**src/rtl/div_sequencer.sv**
```systemverilog
// div_sequencer
//   Multi-cycle integer divide/remainder sequencer for the execute stage.
//   A radix-2 restoring iteration produces one quotient bit per cycle.
//   Divide-by-zero and signed overflow take a two-cycle fast path.
//   The pipeline stall request is held while an operation is in flight.
//   A one-cycle done pulse delivers the result and the destination index.
//
// Parameters
//   XLEN  operand/result width (>= 2)
//   RD_W  destination register index width
//
// Ports
//   clk        in   rising-edge clock
//   rst_n      in   asynchronous active-low reset
//   start      in   request, sampled only in IDLE
//   op         in   00 DIV, 01 DIVU, 10 REM, 11 REMU
//   a, b       in   dividend, divisor
//   rd_in      in   destination index, captured with start
//   flush      in   abort any in-flight operation
//   busy       out  high in CALC and DONE
//   stall_req  out  freeze request for the upstream stage
//   done       out  one-cycle result-valid pulse
//   result     out  quotient or remainder, held until the next completion
//   rd_out     out  destination index, held with result
module div_sequencer #(
  parameter int unsigned XLEN = 32,
  parameter int unsigned RD_W = 5
) (
  input  logic            clk,
  input  logic            rst_n,
  input  logic            start,
  input  logic [1:0]      op,
  input  logic [XLEN-1:0] a,
  input  logic [XLEN-1:0] b,
  input  logic [RD_W-1:0] rd_in,
  input  logic            flush,
  output logic            busy,
  output logic            stall_req,
  output logic            done,
  output logic [XLEN-1:0] result,
  output logic [RD_W-1:0] rd_out
);

  localparam int unsigned CNT_W = $clog2(XLEN);

  typedef enum logic [1:0] {
    S_IDLE = 2'd0,
    S_CALC = 2'd1,
    S_FAST = 2'd2,
    S_DONE = 2'd3
  } state_t;

  state_t          state;
  logic [1:0]      op_q;
  logic [RD_W-1:0] rd_q;
  logic            neg_q;
  logic            neg_r;
  logic [CNT_W-1:0] cnt;
  logic [XLEN-1:0] rem;
  logic [XLEN-1:0] quo;
  logic [XLEN-1:0] bmag_q;
  logic [XLEN-1:0] fast_q;

  // Accept-side decode
  logic            signed_op;
  logic            a_neg;
  logic            b_neg;
  logic [XLEN-1:0] a_mag;
  logic [XLEN-1:0] b_mag;
  logic            b_zero;
  logic            ovf;
  logic            accept;
  logic [XLEN-1:0] fast_val;

  // Iteration datapath
  logic [XLEN-1:0] shifted;
  logic [XLEN:0]   diff;
  logic [XLEN-1:0] rem_nxt;
  logic [XLEN-1:0] quo_nxt;
  logic [XLEN-1:0] final_val;

  always_comb begin
    signed_op = ~op[0];
    a_neg     = a[XLEN-1];
    b_neg     = b[XLEN-1];
    a_mag     = (signed_op && a_neg) ? -a : a;
    b_mag     = (signed_op && b_neg) ? -b : b;
    b_zero    = (b == '0);
    ovf       = signed_op && (a == {1'b1, {(XLEN-1){1'b0}}}) && (b == '1);
    accept    = start && !flush && (state == S_IDLE);
    // Divide-by-zero returns the raw dividend as remainder, not its magnitude.
    if (b_zero) begin
      fast_val = op[1] ? a : '1;
    end else begin
      fast_val = op[1] ? '0 : a;
    end
  end

  always_comb begin
    shifted = {rem[XLEN-2:0], quo[XLEN-1]};
    diff    = {1'b0, shifted} - {1'b0, bmag_q};
    rem_nxt = diff[XLEN] ? shifted : diff[XLEN-1:0];
    quo_nxt = {quo[XLEN-2:0], ~diff[XLEN]};
    // The final result is formed from this cycle's next values so it lands
    // on the same edge as the last iteration.
    if (op_q[1]) begin
      final_val = neg_r ? -rem_nxt : rem_nxt;
    end else begin
      final_val = neg_q ? -quo_nxt : quo_nxt;
    end
  end

  always_comb begin
    busy      = (state == S_CALC) || (state == S_DONE);
    done      = (state == S_DONE);
    stall_req = accept || (state == S_CALC) || (state == S_FAST);
  end

  always_ff @(posedge clk or negedge rst_n) begin
    if (!rst_n) begin
      state  <= S_IDLE;
      op_q   <= '0;
      rd_q   <= '0;
      neg_q  <= 1'b0;
      neg_r  <= 1'b0;
      cnt    <= '0;
      rem    <= '0;
      quo    <= '0;
      bmag_q <= '0;
      fast_q <= '0;
      result <= '0;
      rd_out <= '0;
    end else begin
      case (state)
        S_IDLE: begin
          if (accept) begin
            op_q   <= op;
            rd_q   <= rd_in;
            neg_q  <= signed_op && (a_neg ^ b_neg);
            neg_r  <= signed_op && a_neg;
            cnt    <= '0;
            rem    <= '0;
            quo    <= a_mag;
            bmag_q <= b_mag;
            fast_q <= fast_val;
            state  <= (b_zero || ovf) ? S_FAST : S_CALC;
          end
        end
        S_CALC: begin
          if (flush) begin
            state <= S_IDLE;
          end else begin
            rem <= rem_nxt;
            quo <= quo_nxt;
            cnt <= cnt + CNT_W'(1);
            if (cnt == CNT_W'(XLEN - 1)) begin
              result <= final_val;
              rd_out <= rd_q;
              state  <= S_DONE;
            end
          end
        end
        // Fast results are staged until here so a flush leaves the
        // visible result untouched.
        S_FAST: begin
          if (flush) begin
            state <= S_IDLE;
          end else begin
            result <= fast_q;
            rd_out <= rd_q;
            state  <= S_DONE;
          end
        end
        S_DONE: begin
          state <= S_IDLE;
        end
        default: begin
          state <= S_IDLE;
        end
      endcase
    end
  end

endmodule
```
**config.mk**
```make
export PLATFORM = sky130hd
export DESIGN_NAME = div_sequencer
export DESIGN_NICKNAME = d
export VERILOG_FILES = /design/src/rtl/div_sequencer.sv
export SDC_FILE = /design/constraint.sdc
export NUM_CORES = 1
export LEC_CHECK = 0
export CORE_ASPECT_RATIO = 1.2
export CORE_MARGIN = 2
export CORE_UTILIZATION = 30
export DETAILED_ROUTE_END_ITERATION = 10
export PLACE_DENSITY_LB_ADDON = 0.3
export SYNTH_ARGS = -nofsm -noshare
export SYNTH_HDL_FRONTEND = slang
export SYNTH_SLANG_ARGS = --single-unit
export TNS_END_PERCENT = 20
```
**constraint.sdc**
```tcl
create_clock -name clk -period 4.5 [get_ports clk]
set_clock_uncertainty 0.2 [all_clocks]
set_input_delay 0.675 -clock clk [delete_from_list [all_inputs] [get_ports clk]]
set_output_delay 0.675 -clock clk [all_outputs]
set_load 0.05 [all_outputs]
```
# == Yosys cells after proc, flatten, opt, wreduce, memory -nomap -nowiden ==
# Index checks and enable logic that the tools add are counted.
# op_classes
bitwise,3
n_eq_ne,11
reduce_logical,20
mux,32
add_sub_neg,6
# ops
operator,count
2-to-1 mux 32 bit,14
negator 32 bit,4
case mux 32 bit (2 select lines),2
equality test 32 bit (second input constant),2
2-to-1 mux 31 bit,2
case mux 31 bit (2 select lines),1
subtractor 32 x 32 -> 33 bit,1
zero test 32 bit,1
2-to-1 mux 5 bit,5
case mux 5 bit (2 select lines),2
2-to-1 mux 2 bit,5
case mux 2 bit (4 select lines),1
logical AND 1 bit,7
inequality test 2 bit (second input constant),3
adder 5 x 1 -> 5 bit (second input constant),1
equality test 5 bit (second input constant),1
equality test 2 bit (second input constant),2
logical OR 1 bit,4
AND reduction 2 bit,2
AND reduction 4 bit,1
nonzero test 2 bit,2
inequality test 3 x 2 -> 1 bit (second input constant),1
AND reduction 3 bit,1
equality test 2 x 1 -> 1 bit (second input constant),1
other kinds (5),6
# word_totals
out_inout_bits,40
elab_cells,84
regBits,180
input_bits,75

# == Logic depth before layout (Yosys ltp) ==
# Gate-level depths: netlist of run 1.
# depth
word_depth,8
depth_mapped,24
mapped_depth_nobuf,21

# == Worst setup path before layout of run 1 ==
# No wires, ideal clock.
# synth_timing
path_type,register -> register
from,reg quo[31]
to,reg result[30]
n_path_buf,3
stages_incl_launch_ff,23
required_time_ns,4.165
t_arrival_ns,4.360
setup_ns,0.135
slack_ns,-0.196
period_less_slack_ns,4.696
path_cell_list,dfrtp_1 > inv_1 > ha_1 > fa_1 > nand2b_1 > a211oi_2 > o2111ai_1 > nand3_2 > or2_4 > inv_2 > buf_2 > clkbuf_1 > buf_2 > ha_1 > nand4_1 > or3_1 > o31ai_1 > nand2_1 > xor2_1 > a21oi_1 > o21ai_0 > o21ai_0 > o41ai_2
# synth_via
elab_chain_len,8
word_cells_on_any_way,11
classes_between,add/sub: 3; mux: 7; bitwise: 1
# synth_rtl
item,line,rtl
from (decl),60,logic [XLEN-1:0] quo;
from (signal assigned),143,quo <= a_mag;
from (signal assigned),154,quo <= quo_nxt;
subtractor 32 x 32 -> 33 bit,101,"diff = {1'b0, shifted} - {1'b0, bmag_q};"
2-to-1 mux 32 bit or inverter 1 bit (tied branches),"102, 103",
negator 32 bit (on tied branches),"107, 109",
2-to-1 mux 32 bit (on tied branches),"107, 109",
2-to-1 mux 32 bit (*),106,if (op_q[1]) begin
2-to-1 mux 32 bit (*),156,if (cnt == CNT_W'(XLEN - 1)) begin
2-to-1 mux 32 bit (*),150,if (flush) begin
case mux 32 bit (2 select lines) (*),134,case (state)
to (signal assigned),157,result <= final_val;
to (signal assigned),169,result <= fast_q;
to (decl),40,"output logic [XLEN-1:0] result,"
# Every way passes the cells marked *; elsewhere a longest branch is shown, timed or not. The select of a mux whose other input is x is not followed.
# A chain may end at the register's enable or synchronous reset.

# == Worst setup path after layout of run 1 ==
# Same ends and word-level chain as after synthesis.

==> results of run 1 <==
-- power groups by stage --
| stage | logic [µW] | registers, µW | clock network (µW) |
|---|---|---|---|
| after floorplan | 6420 | 3360 | 0 |
| after global placement | 10600 | 3070 | 0 |
| after detailed placement | 10600 | 3090 | 0 |
| after CTS | 10700 | 3060 | 1660 |
| after global routing | 11900 | 3150 | 1720 |
| final | 11000 | 3070 | 1630 |
-- cell families after synthesis --
kind of cell | Yosys count | share of synthesized area
and+or+nand+nor | 584 | 0.209
xor gates and xnor gates | 127 | 0.0818
muxes | 29 | 0.0225
adders and majority gates | 44 | 0.0410
AOI/OAI and AO/OA | 586 | 0.266
DFF | 179 | 0.329
buffers and inverters | 168 | 0.0510
-- routing by layer --
layer  global-route usage  up-vias  share of wire
met5                    0        -              0
met4                0.102        0          0.044
met3               0.0309       94          0.046
met2                0.369      374           0.50
met1                0.266     6521           0.41
li1                     -     6467              -
-- timing repair --
action	4_1_cts	5_1_grt
setup buffers	1	4
pin swaps	1	9
cloned	0	0
gates resized for setup	3	25
setup endpoints to repair	3	18
-- worst max-delay path, stage by stage, from the launching register on --
cell	delay (ns)
dfrtp_1	0.36
inv_1	0.08
ha_1	0.23
fa_2	0.37
nand2b_4	0.18
a211oi_4	0.29
o2111ai_2	0.17
nand3_2	0.11
or2_4	0.18
buf_4	0.14
buf_4	0.27
buf_4	0.30
nor2_1	0.08
a31oi_1	0.32
nor2_1	0.15
a41oi_1	0.26
xor2_1	0.33
o41ai_2	0.11
-- metrics by stage --
step | util | instances | hold slack, ns | instance area, µm²
global route | 0.371 | 2467 | 0.0947 | 16600
CTS | 0.368 | 2463 | 0.0752 | 16500
global placement | 0.353 | 2430 | 0.243 | 15800
detailed placement | 0.353 | 2430 | 0.258 | 15800
finish | 0.371 | 2467 | 0.0238 | 16600
floorplan | - | 1717 | 0.179 | 13600
-- sequential cells by signal, indices dropped and copies added (netlist names) --
| signal | cells |
|---|---|
| rd_q | 5 |
| fast_q | 32 |
| bmag_q | 32 |
| state | 2 |
| op_q | 1 |
| result | 32 |
| rem | 31 |
| neg_q | 1 |
| quo | 32 |
| rd_out | 5 |
| cnt | 5 |
| neg_r | 1 |
-- worst paths after layout --
path,start,slack (ns),end,cells after the start
worst max-delay path,quo[31]$_DFFE_PN0P_,0.20,result[30]$_DFFE_PN0P_,17
min in group clk,rd_q[2]$_DFFE_PN0P_,0.27,rd_out[2]$_DFFE_PN0P_,2
worst min-delay path,rst_n,0.02,state[1]$_DFFE_PN0P_,1
worst min register to register,rd_q[2]$_DFFE_PN0P_,0.27,rd_out[2]$_DFFE_PN0P_,2
max in group asynchronous,rst_n,3.11,fast_q[18]$_DFFE_PN0P_,2
worst max register to register,quo[31]$_DFFE_PN0P_,0.20,result[30]$_DFFE_PN0P_,17
-- placed cells by master, fill, tap and decap left out, drive strengths merged, types with 19 or more instances in the layout --
| master | count |
|---|---|
| a211oi | 24 |
| a21oi | 124 |
| a31oi | 20 |
| buf | 103 |
| clkdlybuf4s50 | 113 |
| dfrtp | 179 |
| ha | 43 |
| inv | 69 |
| mux2i | 19 |
| nand2 | 226 |
| nand3 | 48 |
| nand4 | 21 |
| nor2 | 129 |
| nor3 | 34 |
| o211ai | 21 |
| o21ai | 253 |
| o31ai | 27 |
| or3 | 23 |
| xnor2 | 71 |
| xor2 | 56 |
-- area by class of cell --
cell class                 instances  area share
tap                              609      0.0459
timing repair buffer             216       0.117
multi-input combinational       1370       0.515
inverter                          61      0.0138
sequential                       179       0.270
clock buffer                      17      0.0256
clock inverter                    15      0.0128
==> results.cfg, run 1 <==
[synth]
synth_top_area_cell = dfrtp_1
synth-seq-area-share = 0.329
synth_nets = 1836
synth_seq_cells = 179
yosysWarnings = 0
synth_edf_count = 0
ys.flop_type = dfrtp_1
avgSynthCellArea_um2 = 7.92
ys_async_sr_fraction = 1.00
synthTopCellsByCount = nand2_1, o21ai_0, dfrtp_1, nor2_1, a21oi_1
synth.most_common_cell = nand2_1
synth_area_um2 = 13600
synthCells = 1717
synth.top_cell.area_share = 0.329
netlist_top_cells_area = dfrtp_1, o21ai_0, nand2_1, xnor2_1, a21oi_1
yosysUniqueCellTypes = 95

[cts]
cts_hold_buf = 0
cts_root_buf = clkbuf_16
cts_max_level = 4
clk_latency_ns = 0.47
cts.sinks = 179
path_clk_slew_ns = 0.08
cts_tree = done
clk_path_buf_depth = 2
cts-buffers-inserted = 17

[worst_setup_path]
worstPathArrival_ns = 4.43
start_kind = flip-flop
worstPathMaxFanout = 18
critPathKind = reg -> reg
end_kind = flip-flop
required_ns = 4.63

[finish]
diodes = 0
drive_above_1_share = 0.117
multi_input_area_um2 = 8550
nets = 1964
seq_area_um2 = 4480
n_fill_cell = 4698
area_growth_syn_to_layout_pct = 22.1

[floorplan]
die_area_um2 = 47100
die_y_um = 237
start_util = 0.304
die_x_um = 198
io_pins = 115
rows = 85
coreArea_um2 = 44800

[sta]
tns_ns = 0
fmax_ghz = 0.233
max_slew_margin = 0.319
slew_viol_final = 0
layout_min_cycle_time_ns = 4.30
setup_ws_ns = 0.205
rsz0062_at_grt = true
setup_viol = 0
post-route-period-util = 0.955
hold_viol_final = 0
worst_pin_slew_ns = 1.02

[power_and_ir_drop]
seqPwrFrac = 0.196
power_density_nw_per_um2 = 945
total_power_uw = 15700
leakagePower_uw = 0.00693
power_switching_uw = 8500
clkPwrFrac = 0.104
p_comb_frac = 0.700
ir_worst_vdd_mv = 0.470
switching_share = 0.542
p_int_uw = 7190

[placement]
dp_slack_ns = -0.0310
gp_congestion = 0.947
hpwl_mm = 39.1
port-buffer-count = 114

[drt]
vias = 13456
drt-initial-drc-count = 947
via_per_inst = 5.45
drt_first_pass_iters = 7
routed_wl_mm = 50.0
routedWlPerCell_um = 20.3
drc_errors = 0
postRouteAntennaNets = 0

[flow_run]
cap_violations = 0

[grt]
antenna_found_initial = 0
grt_start_max_net_pins = 80
grt_pass1_vias = 13088
grt_first_pass_wirelength_mm = 77.6
overflow = 0
grt_usage = 0.215

[run_status]
outcome = finished, final reports clean

[min_path]
hold_path.class = in -> async
(Power assumes the default switching activity.)
==> run 2: changes to the inputs <==
--- a/config.mk
+++ b/config.mk
@@ -9,7 +9,7 @@
 export CORE_MARGIN = 2
 export CORE_UTILIZATION = 30
 export DETAILED_ROUTE_END_ITERATION = 10
-export PLACE_DENSITY_LB_ADDON = 0.3
+export PLACE_DENSITY = 0.51
 export SYNTH_ARGS = -nofsm -noshare
 export SYNTH_HDL_FRONTEND = slang
 export SYNTH_SLANG_ARGS = --single-unit
==> constraint.sdc (replaced) <==
create_clock -name clk -period 4.1 [get_ports clk]
set_clock_uncertainty 0.2 [all_clocks]
set_input_delay 0.615 -clock clk [delete_from_list [all_inputs] [get_ports clk]]
set_output_delay 0.615 -clock clk [all_outputs]
set_load 0.05 [all_outputs]
==> run 2 against run 1 <==
The flow now finishes with violations (setup timing); first-iteration DRC count up 0.42%; final cell count up 5.3%; wire length up 4.9%; global-route usage up 1.2 points; die area unchanged; fmax up 3.7%; sequential share of layout area down 1.9 points; hold slack better by 0.24 ns; critical path type unchanged.
==> results.cfg, run 2 (synthesis gave the netlist of run 1 again) <==
[drt]
drt-initial-drc-count = 951
routed_wl_mm = 52.4
drc_errors = 0
routedWlPerCell_um = 20.2
vias = 13859
drt_first_pass_iters = 5
via_per_inst = 5.33
postRouteAntennaNets = 0

[sta]
holdWs_ns = 0.263
setup_viol = 2
worst_pin_slew_ns = 1.04
slew_viol_final = 0
layout_min_cycle_time_ns = 4.14
post-route-period-util = 1.01
max_slew_margin = 0.306
rsz0062_at_grt = true
fmax_ghz = 0.241
hold_viol_final = 0
setup_ws_ns = -0.0439

[grt]
grt_pass1_vias = 13309
grt_start_max_net_pins = 73
grt_usage = 0.227
overflow = 0
grt_first_pass_wirelength_mm = 81.0
antenna_found_initial = 0

[finish]
nets = 2097
mostFrequentLayoutCells = buf_4, nand2_1, o21ai_0, dfrtp_1, nor2_1
seq_area_um2 = 4480
layout_commonest_cell = buf_4
drive_above_1_share = 0.197
multi_input_area_um2 = 8830
diodes = 0
area_growth_syn_to_layout_pct = 31.6
n_fill_cell = 4627

[cts]
cts-buffers-inserted = 17
clk_latency_ns = 0.49
cts.sinks = 179
path_clk_slew_ns = 0.07
clk_path_buf_depth = 2
cts_tree = done
cts_max_level = 4
cts_root_buf = clkbuf_16

[worst_setup_path]
r2r_start = rem[16]$_DFFE_PN0P_
start_kind = flip-flop
worstPathArrival_ns = 4.30
r2r_end = result[14]$_DFFE_PN0P_
required_ns = 4.26
worstPathMaxFanout = 8
regToRegSetupSlack_ns = -0.04
end_kind = flip-flop
critPathKind = reg -> reg
setup.worst_path.start = rem[16]$_DFFE_PN0P_
r2r_cells = 18

[floorplan]
die_y_um = 237
io_pins = 115
start_util = 0.304
rows = 85
die_x_um = 198
coreArea_um2 = 44800
die_area_um2 = 47100

[min_path]
hold_end = rd_out[4]$_DFFE_PN0P_
min-delay-start = rd_q[4]$_DFFE_PN0P_
hold_path.class = reg -> reg
holdPathStages = 2

[flow_run]
cap_violations = 0

[placement]
gp_congestion = 0.932
port-buffer-count = 114
hpwl_mm = 41.1
dp_slack_ns = -0.322

[run_status]
violations = setup timing
outcome = finished, violations left
run 2: worst max-delay path: stages, from the launching register on:
cell and delay [ns]:
dfrtp_1 0.49, ha_1 0.37, a21o_1 0.19, a21o_1 0.21, a21oi_4 0.22, a21oi_4 0.08, or2_4 0.31, o21ai_2 0.16
ha_2 0.23, inv_2 0.06, nor3_4 0.11, nand3b_1 0.11, nor3_2 0.19, a41oi_2 0.08, o41ai_2 0.39, xnor2_1 0.19
nand2_1 0.13, o211ai_1 0.18, a21oi_1 0.11
run 2: what timing repair did:
| action | in CTS | in global routing |
|---|---|---|
| hold endpoints to repair | 66 | 0 |
| hold buffers | 1 | 0 |
| cloned | 0 | 0 |
| resized for setup | 5 | 59 |
| endpoints found under the setup margin | 7 | 26 |
| setup buffers | 0 | 15 |
| pin swaps | 1 | 27 |
run 2: stage by stage:
stage	TNS, ns	area (µm²)	utilization	std cells
floorplan	-0.359	13700	-	1717
global placement	-0.836	16900	0.376	2552
detailed placement	-0.956	16900	0.376	2552
CTS	-0.0660	17500	0.391	2583
global route	-1.73	17900	0.400	2598
finish	-0.0701	17900	0.400	2598
run 2: layer usage:
metal	up-vias	track usage	wire (µm)
li1	6707	-	-
met1	6789	0.293	22900
met2	304	0.389	26200
met3	59	0.0231	1680
met4	0	0.0861	1630
met5	-	0	0
run 2: worst max path at each step:
stage / endpoint / slack (ns) / depth (start not counted)
2_1_floorplan: result[30]$_DFFE_PN0P_ / -0.12 / 21
3_3_place_gp: bmag_q[29]$_DFFE_PN0P_ / -0.27 / 11
3_5_place_dp: bmag_q[29]$_DFFE_PN0P_ / -0.32 / 11
4_1_cts: result[26]$_DFFE_PN0P_ / -0.05 / 14
5_1_grt: result[14]$_DFFE_PN0P_ / -0.20 / 20
6_report: result[14]$_DFFE_PN0P_ / -0.04 / 18
run 2: layout make-up:
type	instances	share of cell area
clock buffers	18	0.0245
repair buffers	349	0.166
clock inverters	12	0.00951
multi-input cells	1370	0.494
well taps	609	0.0426
flip-flops and latches	179	0.250
inverters	61	0.0129
Power of run 2 is left out: the tool's default activity adds up to more than one toggle a clock period on the data nets, which glitch-free logic cannot reach.
